<file path="src/rtl/mips_controller_pkg.sv">
// Shared definitions for the multicycle MIPS control unit: opcodes, funct codes,
// ALU operation codes and FSM state encodings.
package mips_defs;

  localparam int OPBITS_DEF    = 6;
  localparam int FUNCTBITS_DEF = 6;

  localparam logic [5:0] OP_RTYPE = 6'b000000;
  localparam logic [5:0] OP_J     = 6'b000010;
  localparam logic [5:0] OP_BEQ   = 6'b000100;
  localparam logic [5:0] OP_ADDI  = 6'b001000;
  localparam logic [5:0] OP_LB    = 6'b100000;
  localparam logic [5:0] OP_SB    = 6'b101000;

  localparam logic [5:0] F_ADD = 6'b100000;
  localparam logic [5:0] F_SUB = 6'b100010;
  localparam logic [5:0] F_AND = 6'b100100;
  localparam logic [5:0] F_OR  = 6'b100101;
  localparam logic [5:0] F_SLT = 6'b101010;

  localparam logic [1:0] ALUOP_ADD   = 2'b00;
  localparam logic [1:0] ALUOP_SUB   = 2'b01;
  localparam logic [1:0] ALUOP_FUNCT = 2'b10;

  localparam logic [2:0] ALU_AND = 3'b000;
  localparam logic [2:0] ALU_OR  = 3'b001;
  localparam logic [2:0] ALU_ADD = 3'b010;
  localparam logic [2:0] ALU_SUB = 3'b110;
  localparam logic [2:0] ALU_SLT = 3'b111;

  localparam logic [1:0] PCSRC_ALU    = 2'b00;
  localparam logic [1:0] PCSRC_ALUOUT = 2'b01;
  localparam logic [1:0] PCSRC_JUMP   = 2'b10;

  localparam logic [1:0] SRCB_REG    = 2'b00;
  localparam logic [1:0] SRCB_ONE    = 2'b01;
  localparam logic [1:0] SRCB_IMM    = 2'b10;
  localparam logic [1:0] SRCB_BRANCH = 2'b11;

  // Encoding 4'd15 is intentionally unused and recovers to S_FETCH1.
  typedef enum logic [3:0] {
    S_FETCH1  = 4'd0,
    S_FETCH2  = 4'd1,
    S_FETCH3  = 4'd2,
    S_FETCH4  = 4'd3,
    S_DECODE  = 4'd4,
    S_MEMADR  = 4'd5,
    S_LBRD    = 4'd6,
    S_LBWR    = 4'd7,
    S_SBWR    = 4'd8,
    S_RTYPEEX = 4'd9,
    S_RTYPEWR = 4'd10,
    S_BEQEX   = 4'd11,
    S_JEX     = 4'd12,
    S_ADDIEX  = 4'd13,
    S_ADDIWR  = 4'd14
  } state_t;

endpackage

</file>
<file path="src/rtl/mips_controller_if.sv">
// Control/status bundle between the multicycle controller (master) and the
// 8-bit datapath (slave).
interface mips_controller_if #(
  parameter int OPBITS    = 6,
  parameter int FUNCTBITS = 6
);
  logic [OPBITS-1:0]    op;
  logic [FUNCTBITS-1:0] funct;
  logic                 zero;

  logic       memread;
  logic       memwrite;
  logic       alusrca;
  logic       memtoreg;
  logic       iord;
  logic       pcen;
  logic       regwrite;
  logic       regdst;
  logic [1:0] pcsource;
  logic [1:0] alusrcb;
  logic [3:0] irwrite;
  logic [2:0] alucont;

  modport master (
    input  op, funct, zero,
    output memread, memwrite, alusrca, memtoreg, iord, pcen, regwrite,
           regdst, pcsource, alusrcb, irwrite, alucont
  );

  modport slave (
    output op, funct, zero,
    input  memread, memwrite, alusrca, memtoreg, iord, pcen, regwrite,
           regdst, pcsource, alusrcb, irwrite, alucont
  );
endinterface

</file>
<file path="src/rtl/mips_controller_alu_decoder.sv">
// Combinational ALU control: aluop selects add/sub directly or defers to funct.
module alu_decoder
  import mips_defs::*;
#(
  parameter int FUNCTBITS = 6
) (
  input  logic [1:0]           aluop,
  input  logic [FUNCTBITS-1:0] funct,
  output logic [2:0]           alucont
);

  always_comb begin
    alucont = ALU_ADD;
    case (aluop)
      ALUOP_SUB: alucont = ALU_SUB;
      ALUOP_FUNCT: begin
        case (funct)
          F_ADD:   alucont = ALU_ADD;
          F_SUB:   alucont = ALU_SUB;
          F_AND:   alucont = ALU_AND;
          F_OR:    alucont = ALU_OR;
          F_SLT:   alucont = ALU_SLT;
          default: alucont = ALU_ADD;
        endcase
      end
      default: alucont = ALU_ADD;
    endcase
  end

endmodule

</file>
<file path="src/rtl/mips_controller.sv">
// Multicycle control FSM for the 8-bit MIPS datapath: four byte fetches, decode,
// then per-opcode execute/memory/write-back states.
//
// state    | meaning
// FETCH1-4 | read instruction byte n into IR lane n, PC += 1
// DECODE   | precompute branch target
// MEMADR   | compute load/store address
// LBRD     | read data memory
// LBWR     | write loaded byte to rt
// SBWR     | write register byte to memory
// RTYPEEX  | ALU op from funct
// RTYPEWR  | write ALU result to rd
// BEQEX    | compare, load PC with target if equal
// JEX      | load PC with jump address
// ADDIEX   | add immediate
// ADDIWR   | write sum to rt
module mips_controller
  import mips_defs::*;
#(
  parameter int OPBITS    = 6,
  parameter int FUNCTBITS = 6
) (
  input logic              clk,
  input logic              reset,
  mips_controller_if.master bus
);

  state_t state, next_state;

  logic [OPBITS-1:0]    op;
  logic [FUNCTBITS-1:0] funct;

  logic       memread_s, memwrite_s, alusrca_s, memtoreg_s, iord_s;
  logic       regwrite_s, regdst_s, pcwrite_s, pcwritecond_s;
  logic [1:0] pcsource_s, alusrcb_s, aluop_s;
  logic [3:0] irwrite_s;
  logic [2:0] alucont_s;

  assign op    = bus.op;
  assign funct = bus.funct;

  always_ff @(posedge clk) begin
    if (reset) state <= S_FETCH1;
    else       state <= next_state;
  end

  always_comb begin
    next_state    = S_FETCH1;
    memread_s     = 1'b0;
    memwrite_s    = 1'b0;
    alusrca_s     = 1'b0;
    memtoreg_s    = 1'b0;
    iord_s        = 1'b0;
    regwrite_s    = 1'b0;
    regdst_s      = 1'b0;
    pcwrite_s     = 1'b0;
    pcwritecond_s = 1'b0;
    pcsource_s    = PCSRC_ALU;
    alusrcb_s     = SRCB_REG;
    aluop_s       = ALUOP_ADD;
    irwrite_s     = 4'b0000;

    case (state)
      S_FETCH1, S_FETCH2, S_FETCH3, S_FETCH4: begin
        memread_s  = 1'b1;
        alusrcb_s  = SRCB_ONE;
        pcsource_s = PCSRC_ALU;
        pcwrite_s  = 1'b1;
        case (state)
          S_FETCH1: begin irwrite_s = 4'b0001; next_state = S_FETCH2; end
          S_FETCH2: begin irwrite_s = 4'b0010; next_state = S_FETCH3; end
          S_FETCH3: begin irwrite_s = 4'b0100; next_state = S_FETCH4; end
          default:  begin irwrite_s = 4'b1000; next_state = S_DECODE; end
        endcase
      end
      S_DECODE: begin
        alusrcb_s = SRCB_BRANCH;
        case (op)
          OP_LB, OP_SB: next_state = S_MEMADR;
          OP_RTYPE:     next_state = S_RTYPEEX;
          OP_BEQ:       next_state = S_BEQEX;
          OP_J:         next_state = S_JEX;
          OP_ADDI:      next_state = S_ADDIEX;
          default:      next_state = S_FETCH1;
        endcase
      end
      S_MEMADR: begin
        alusrca_s  = 1'b1;
        alusrcb_s  = SRCB_IMM;
        next_state = (op == OP_LB) ? S_LBRD : S_SBWR;
      end
      S_LBRD: begin
        memread_s  = 1'b1;
        iord_s     = 1'b1;
        next_state = S_LBWR;
      end
      S_LBWR: begin
        regwrite_s = 1'b1;
        memtoreg_s = 1'b1;
      end
      S_SBWR: begin
        memwrite_s = 1'b1;
        iord_s     = 1'b1;
      end
      S_RTYPEEX: begin
        alusrca_s  = 1'b1;
        aluop_s    = ALUOP_FUNCT;
        next_state = S_RTYPEWR;
      end
      S_RTYPEWR: begin
        regwrite_s = 1'b1;
        regdst_s   = 1'b1;
      end
      S_BEQEX: begin
        alusrca_s     = 1'b1;
        aluop_s       = ALUOP_SUB;
        pcwritecond_s = 1'b1;
        pcsource_s    = PCSRC_ALUOUT;
      end
      S_JEX: begin
        pcwrite_s  = 1'b1;
        pcsource_s = PCSRC_JUMP;
      end
      S_ADDIEX: begin
        alusrca_s  = 1'b1;
        alusrcb_s  = SRCB_IMM;
        next_state = S_ADDIWR;
      end
      S_ADDIWR: begin
        regwrite_s = 1'b1;
        regdst_s   = 1'b0;
      end
      default: next_state = S_FETCH1;
    endcase
  end

  alu_decoder #(.FUNCTBITS(FUNCTBITS)) u_alu_decoder (
    .aluop   (aluop_s),
    .funct   (funct),
    .alucont (alucont_s)
  );

  // Write enables are gated by reset so nothing commits while it is held.
  assign bus.memwrite = memwrite_s & ~reset;
  assign bus.regwrite = regwrite_s & ~reset;
  assign bus.pcen     = (pcwrite_s | (pcwritecond_s & bus.zero)) & ~reset;
  assign bus.irwrite  = reset ? 4'b0000 : irwrite_s;

  assign bus.memread  = memread_s;
  assign bus.alusrca  = alusrca_s;
  assign bus.memtoreg = memtoreg_s;
  assign bus.iord     = iord_s;
  assign bus.regdst   = regdst_s;
  assign bus.pcsource = pcsource_s;
  assign bus.alusrcb  = alusrcb_s;
  assign bus.alucont  = alucont_s;

endmodule

</file>
<file path="src/flat_wrapper.sv">
// flat-port wrapper written by rule: the top's interface ports become plain ports
module mips_controller_flat import mips_defs::*;
#(
  parameter int OPBITS    = 6,
  parameter int FUNCTBITS = 6
)
  (clk, reset, bus_op, bus_funct, bus_zero, bus_memread, bus_memwrite, bus_alusrca, bus_memtoreg, bus_iord, bus_pcen, bus_regwrite, bus_regdst, bus_pcsource, bus_alusrcb, bus_irwrite, bus_alucont);
  mips_controller_if #(.OPBITS(OPBITS), .FUNCTBITS(FUNCTBITS)) bus_i ();
  input logic clk;
  input logic reset;
  input wire logic [$bits(bus_i.op)-1:0] bus_op;
  input wire logic [$bits(bus_i.funct)-1:0] bus_funct;
  input wire logic [$bits(bus_i.zero)-1:0] bus_zero;
  output wire logic [$bits(bus_i.memread)-1:0] bus_memread;
  output wire logic [$bits(bus_i.memwrite)-1:0] bus_memwrite;
  output wire logic [$bits(bus_i.alusrca)-1:0] bus_alusrca;
  output wire logic [$bits(bus_i.memtoreg)-1:0] bus_memtoreg;
  output wire logic [$bits(bus_i.iord)-1:0] bus_iord;
  output wire logic [$bits(bus_i.pcen)-1:0] bus_pcen;
  output wire logic [$bits(bus_i.regwrite)-1:0] bus_regwrite;
  output wire logic [$bits(bus_i.regdst)-1:0] bus_regdst;
  output wire logic [$bits(bus_i.pcsource)-1:0] bus_pcsource;
  output wire logic [$bits(bus_i.alusrcb)-1:0] bus_alusrcb;
  output wire logic [$bits(bus_i.irwrite)-1:0] bus_irwrite;
  output wire logic [$bits(bus_i.alucont)-1:0] bus_alucont;
  assign bus_i.op = bus_op;
  assign bus_i.funct = bus_funct;
  assign bus_i.zero = bus_zero;
  assign bus_memread = bus_i.memread;
  assign bus_memwrite = bus_i.memwrite;
  assign bus_alusrca = bus_i.alusrca;
  assign bus_memtoreg = bus_i.memtoreg;
  assign bus_iord = bus_i.iord;
  assign bus_pcen = bus_i.pcen;
  assign bus_regwrite = bus_i.regwrite;
  assign bus_regdst = bus_i.regdst;
  assign bus_pcsource = bus_i.pcsource;
  assign bus_alusrcb = bus_i.alusrcb;
  assign bus_irwrite = bus_i.irwrite;
  assign bus_alucont = bus_i.alucont;
  mips_controller #(.OPBITS(OPBITS), .FUNCTBITS(FUNCTBITS)) u_core (.clk(clk), .reset(reset), .bus(bus_i));
endmodule
</file>
<file path="config.mk">
export PLATFORM = sky130hd
export DESIGN_NAME = mips_controller_flat
export DESIGN_NICKNAME = d
export VERILOG_FILES = /design/src/rtl/mips_controller_pkg.sv /design/src/rtl/mips_controller_if.sv /design/src/rtl/mips_controller_alu_decoder.sv /design/src/rtl/mips_controller.sv /design/src/flat_wrapper.sv
export SDC_FILE = /design/constraint.sdc
export NUM_CORES = 1
export LEC_CHECK = 0
export CORE_AREA = 2 2 45 47
export DETAILED_ROUTE_END_ITERATION = 8
export DIE_AREA = 0 0 47 49
export PLACE_DENSITY = 0.72
export SLEW_MARGIN = 20
export SYNTH_ARGS = -nofsm -noshare
export SYNTH_HDL_FRONTEND = slang
export SYNTH_SLANG_ARGS = --single-unit
</file>
<file path="constraint.sdc">
create_clock -name clk -period 1.9 [get_ports clk]
set_input_delay 0.19 -clock clk [delete_from_list [all_inputs] [get_ports clk]]
set_output_delay 0.19 -clock clk [all_outputs]
set_load 0.01 [all_outputs]
</file>
==> impl_results.md <==
- Most used DFF post-synth: dfxtp_1
- Clock buffer depth: 2
- Critical Path AT: 1.71 ns
- IO Port Bufs: 33
- Biggest register: u_core.state
- Die area: 0.002303 mm^2
- Place WS: -0.3058 ns
- WS Path Type: reg -> out
- Die Span Y: 49 um
- Clock sinks: 4
- Synth top area share: 14.48%
- Finished Layout Cells: 155
- Slew @ Worst Pin: ~0.33 ns
- Worst EP required: 1.71 ns
- Initial core utilization: 30.03%
- Sequential area share after synthesis: ~14%
- Die width: 47 um
- Post-DR vias/cell: 4.916
- Dominant cell type by area after synthesis: dfxtp_1
- Biggest regs: u_core.state: 4 flops
- #FFs+latches synth: 4
- CP Launch Point: u_core.state[0]$_SDFF_PP0_
- Area grow syn2layout: 99.32%
- Status: finished clean
- Max Cap Viol: 0
- Dpl hpwl: about 1400 um
- GPL Wtd Cong: 0.8575
- Clock tree from TritonCTS: yes
- RSZ-0062 raised after global routing: true
- Count leader, synth: nor2_1
- LEAKAGE: 0.4765 nW
- Final wirelength: 1889 um
- Post-layout nets: about 150
- DRC: 0
- Post-route ant nets: 0
- Worst Clk Skew: 0.01692 ns
- Launching point of the worst reg2reg path: u_core.state[0]$_SDFF_PP0_
- Worst-skew pair later-pin latency: between 0.2 and 0.3 ns
- Root buffer cell: clkbuf_4
- Drt initial violations: 9
- EDFF count, synth: 0
- Yosys cell types: 30
- Most frequent cells after synthesis: 15 x nor2_1, 9 x a21oi_1, 6 x nand2_1, 6 x nor2b_1, 5 x nand2b_1
- Synth Cell Area: roughly 550 um^2
- Vias in the first global route: 682
- Post-Syn Area per Cell: between 6 and 7 um^2
- Leading post-synthesis cells by cell area: dfxtp_1 14%, nor2_1 10%, a21oi_1 8.1%
- Layout cells sized above 1: 27.34%
- Max-slew violation count: 0
- Final Hold Viols: 0
- Fin util: 59.85%
- Hold Crit Class: in -> reg
- Worst Path Max Fanout: 3
- Cell Pwr Density: about 340 mW/mm^2
- Initial antenna violation count: 0
- Number of cells on the worst reg-to-reg path: 5
- Remaining Overflow, GRT: 0
- Worst hold start: bus_op[2]
- Hold depth: 4
- Worst setup margin: a little over 0.004 ns
- Row count: 16
- TritonCTS Buffers: 3
- Syn Inst Count: 85
- Final setup viols: 0
- First-pass GRT wire length: 2704 um
- Max frequency: 527.5 MHz
- Diode count: 0
- Clk slew on worst S/H paths: around 0.050 ns
- Setup crit end kind: output port
- Syn_nets: 102
- Vias: 762
- IO Pins: 34
- Startpoint Class: register
- WL/cell: 12.19 um
- Max reg flops: 4
- Min Tclk post-route: 1.896 ns
- Peak supply drop: 0.0003435 V
- Hold Slack: 0.6727 ns
- Ys Warns: 0
- Tcrit/Tclk final: 99.78%
- Core area: 0.001842 mm^2
- Largest net degree at the start of global routing: 13
- Cells after DPL: 150
- H-tree lvl count: 1
- FFs w/ async S/R, synth: 0%
- Max-slew headroom: ~78%
- Tot GR Track Use: 15.54%
- First-pass DRT Iterations: 4
-- cell usage in the layout (no fill, tap or decap), types with 2 or more instances in the layout --
cell type / instances
buf_4: 8
or3_1: 3
nand2_1: 5
dfxtp_4: 2
dfxtp_2: 2
dlygate4sd2_1: 11
a22oi_1: 2
nand2b_1: 5
a21oi_1: 8
nor2b_1: 4
dlymetal6s2s_1: 2
clkbuf_4: 3
nor3b_1: 2
nor2_1: 15
buf_6: 4
nor2b_4: 2
nor3b_2: 2
clkdlybuf4s50_1: 18
o21ai_0: 3
a21boi_0: 2
-- power by group --
| group | internal, mW | switching, mW |
|---|---|---|
| registers | 0.0905 | 0.00898 |
| logic | 0.0905 | 0.0693 |
| clock network | 0.0714 | 0.0456 |
-- layout make-up --
type	instances	area, um^2
flip-flops and latches	4	90.09
inverters	2	7.507
repair buffers	44	417.9
well taps	27	33.78
fillers	189	739.5
clock buffers	3	22.52
multi-input cells	75	530.5
-- path summary, 6_finish.rpt --
kind / to / slack (ns)
worst max-delay path: bus_alucont[1] / 0.004
worst min-delay path: u_core.state[1]$_SDFF_PP0_ / 0.67
worst min register to register: u_core.state[0]$_SDFF_PP0_ / 0.71
worst max register to register: u_core.state[3]$_SDFF_PP0_ / 0.05
-- critical path: stages (launching register included) --
cell	delay, ns
dfxtp_4	0.36
nor2b_4	0.15
nand2_2	0.08
ha_2	0.19
a31oi_4	0.14
or3b_4	0.39
buf_6	0.13
-- layer usage --
layer / up-vias / global-route usage (%) / wire length, um
met2: 30 / 28.31 / 1007
met4: 0 / 6.019 / 26
met3: 2 / 2.222 / 147
met5: - / 0 / 0
li1: 390 / - / -
met1: 340 / 16.89 / 708
-- repair_timing --
| item | 4_1_cts | 5_1_grt |
|---|---|---|
| gates resized for setup | 22 | 27 |
| setup buffers | 0 | 2 |
| endpoints found under the setup margin | 13 | 8 |
| pin swaps | 2 | 3 |
| hold buffers | 0 | 0 |
-- stage by stage --
step                power, mW  setup TNS [ns]  instance area (um^2)
global placement       0.2410         -0.3731                 968.4
CTS                    0.3471         -0.3416                 984.7
global route           0.3936         -0.1086                  1102
floorplan              0.1628               0                 554.3
finish                 0.3762               0                  1102
detailed placement     0.2421         -0.5599                 968.4
-- cells by family after synthesis --
family,Yosys count,synth area share (%)
and+or+nand+nor,49,49.77
AOI/OAI and AO/OA,22,23.53
buffers and inverters,6,4.298
DFF,4,14.48
adders and majority gates,3,6.334
xor gates and xnor gates,1,1.584
Power figures use the tool's default switching activity.
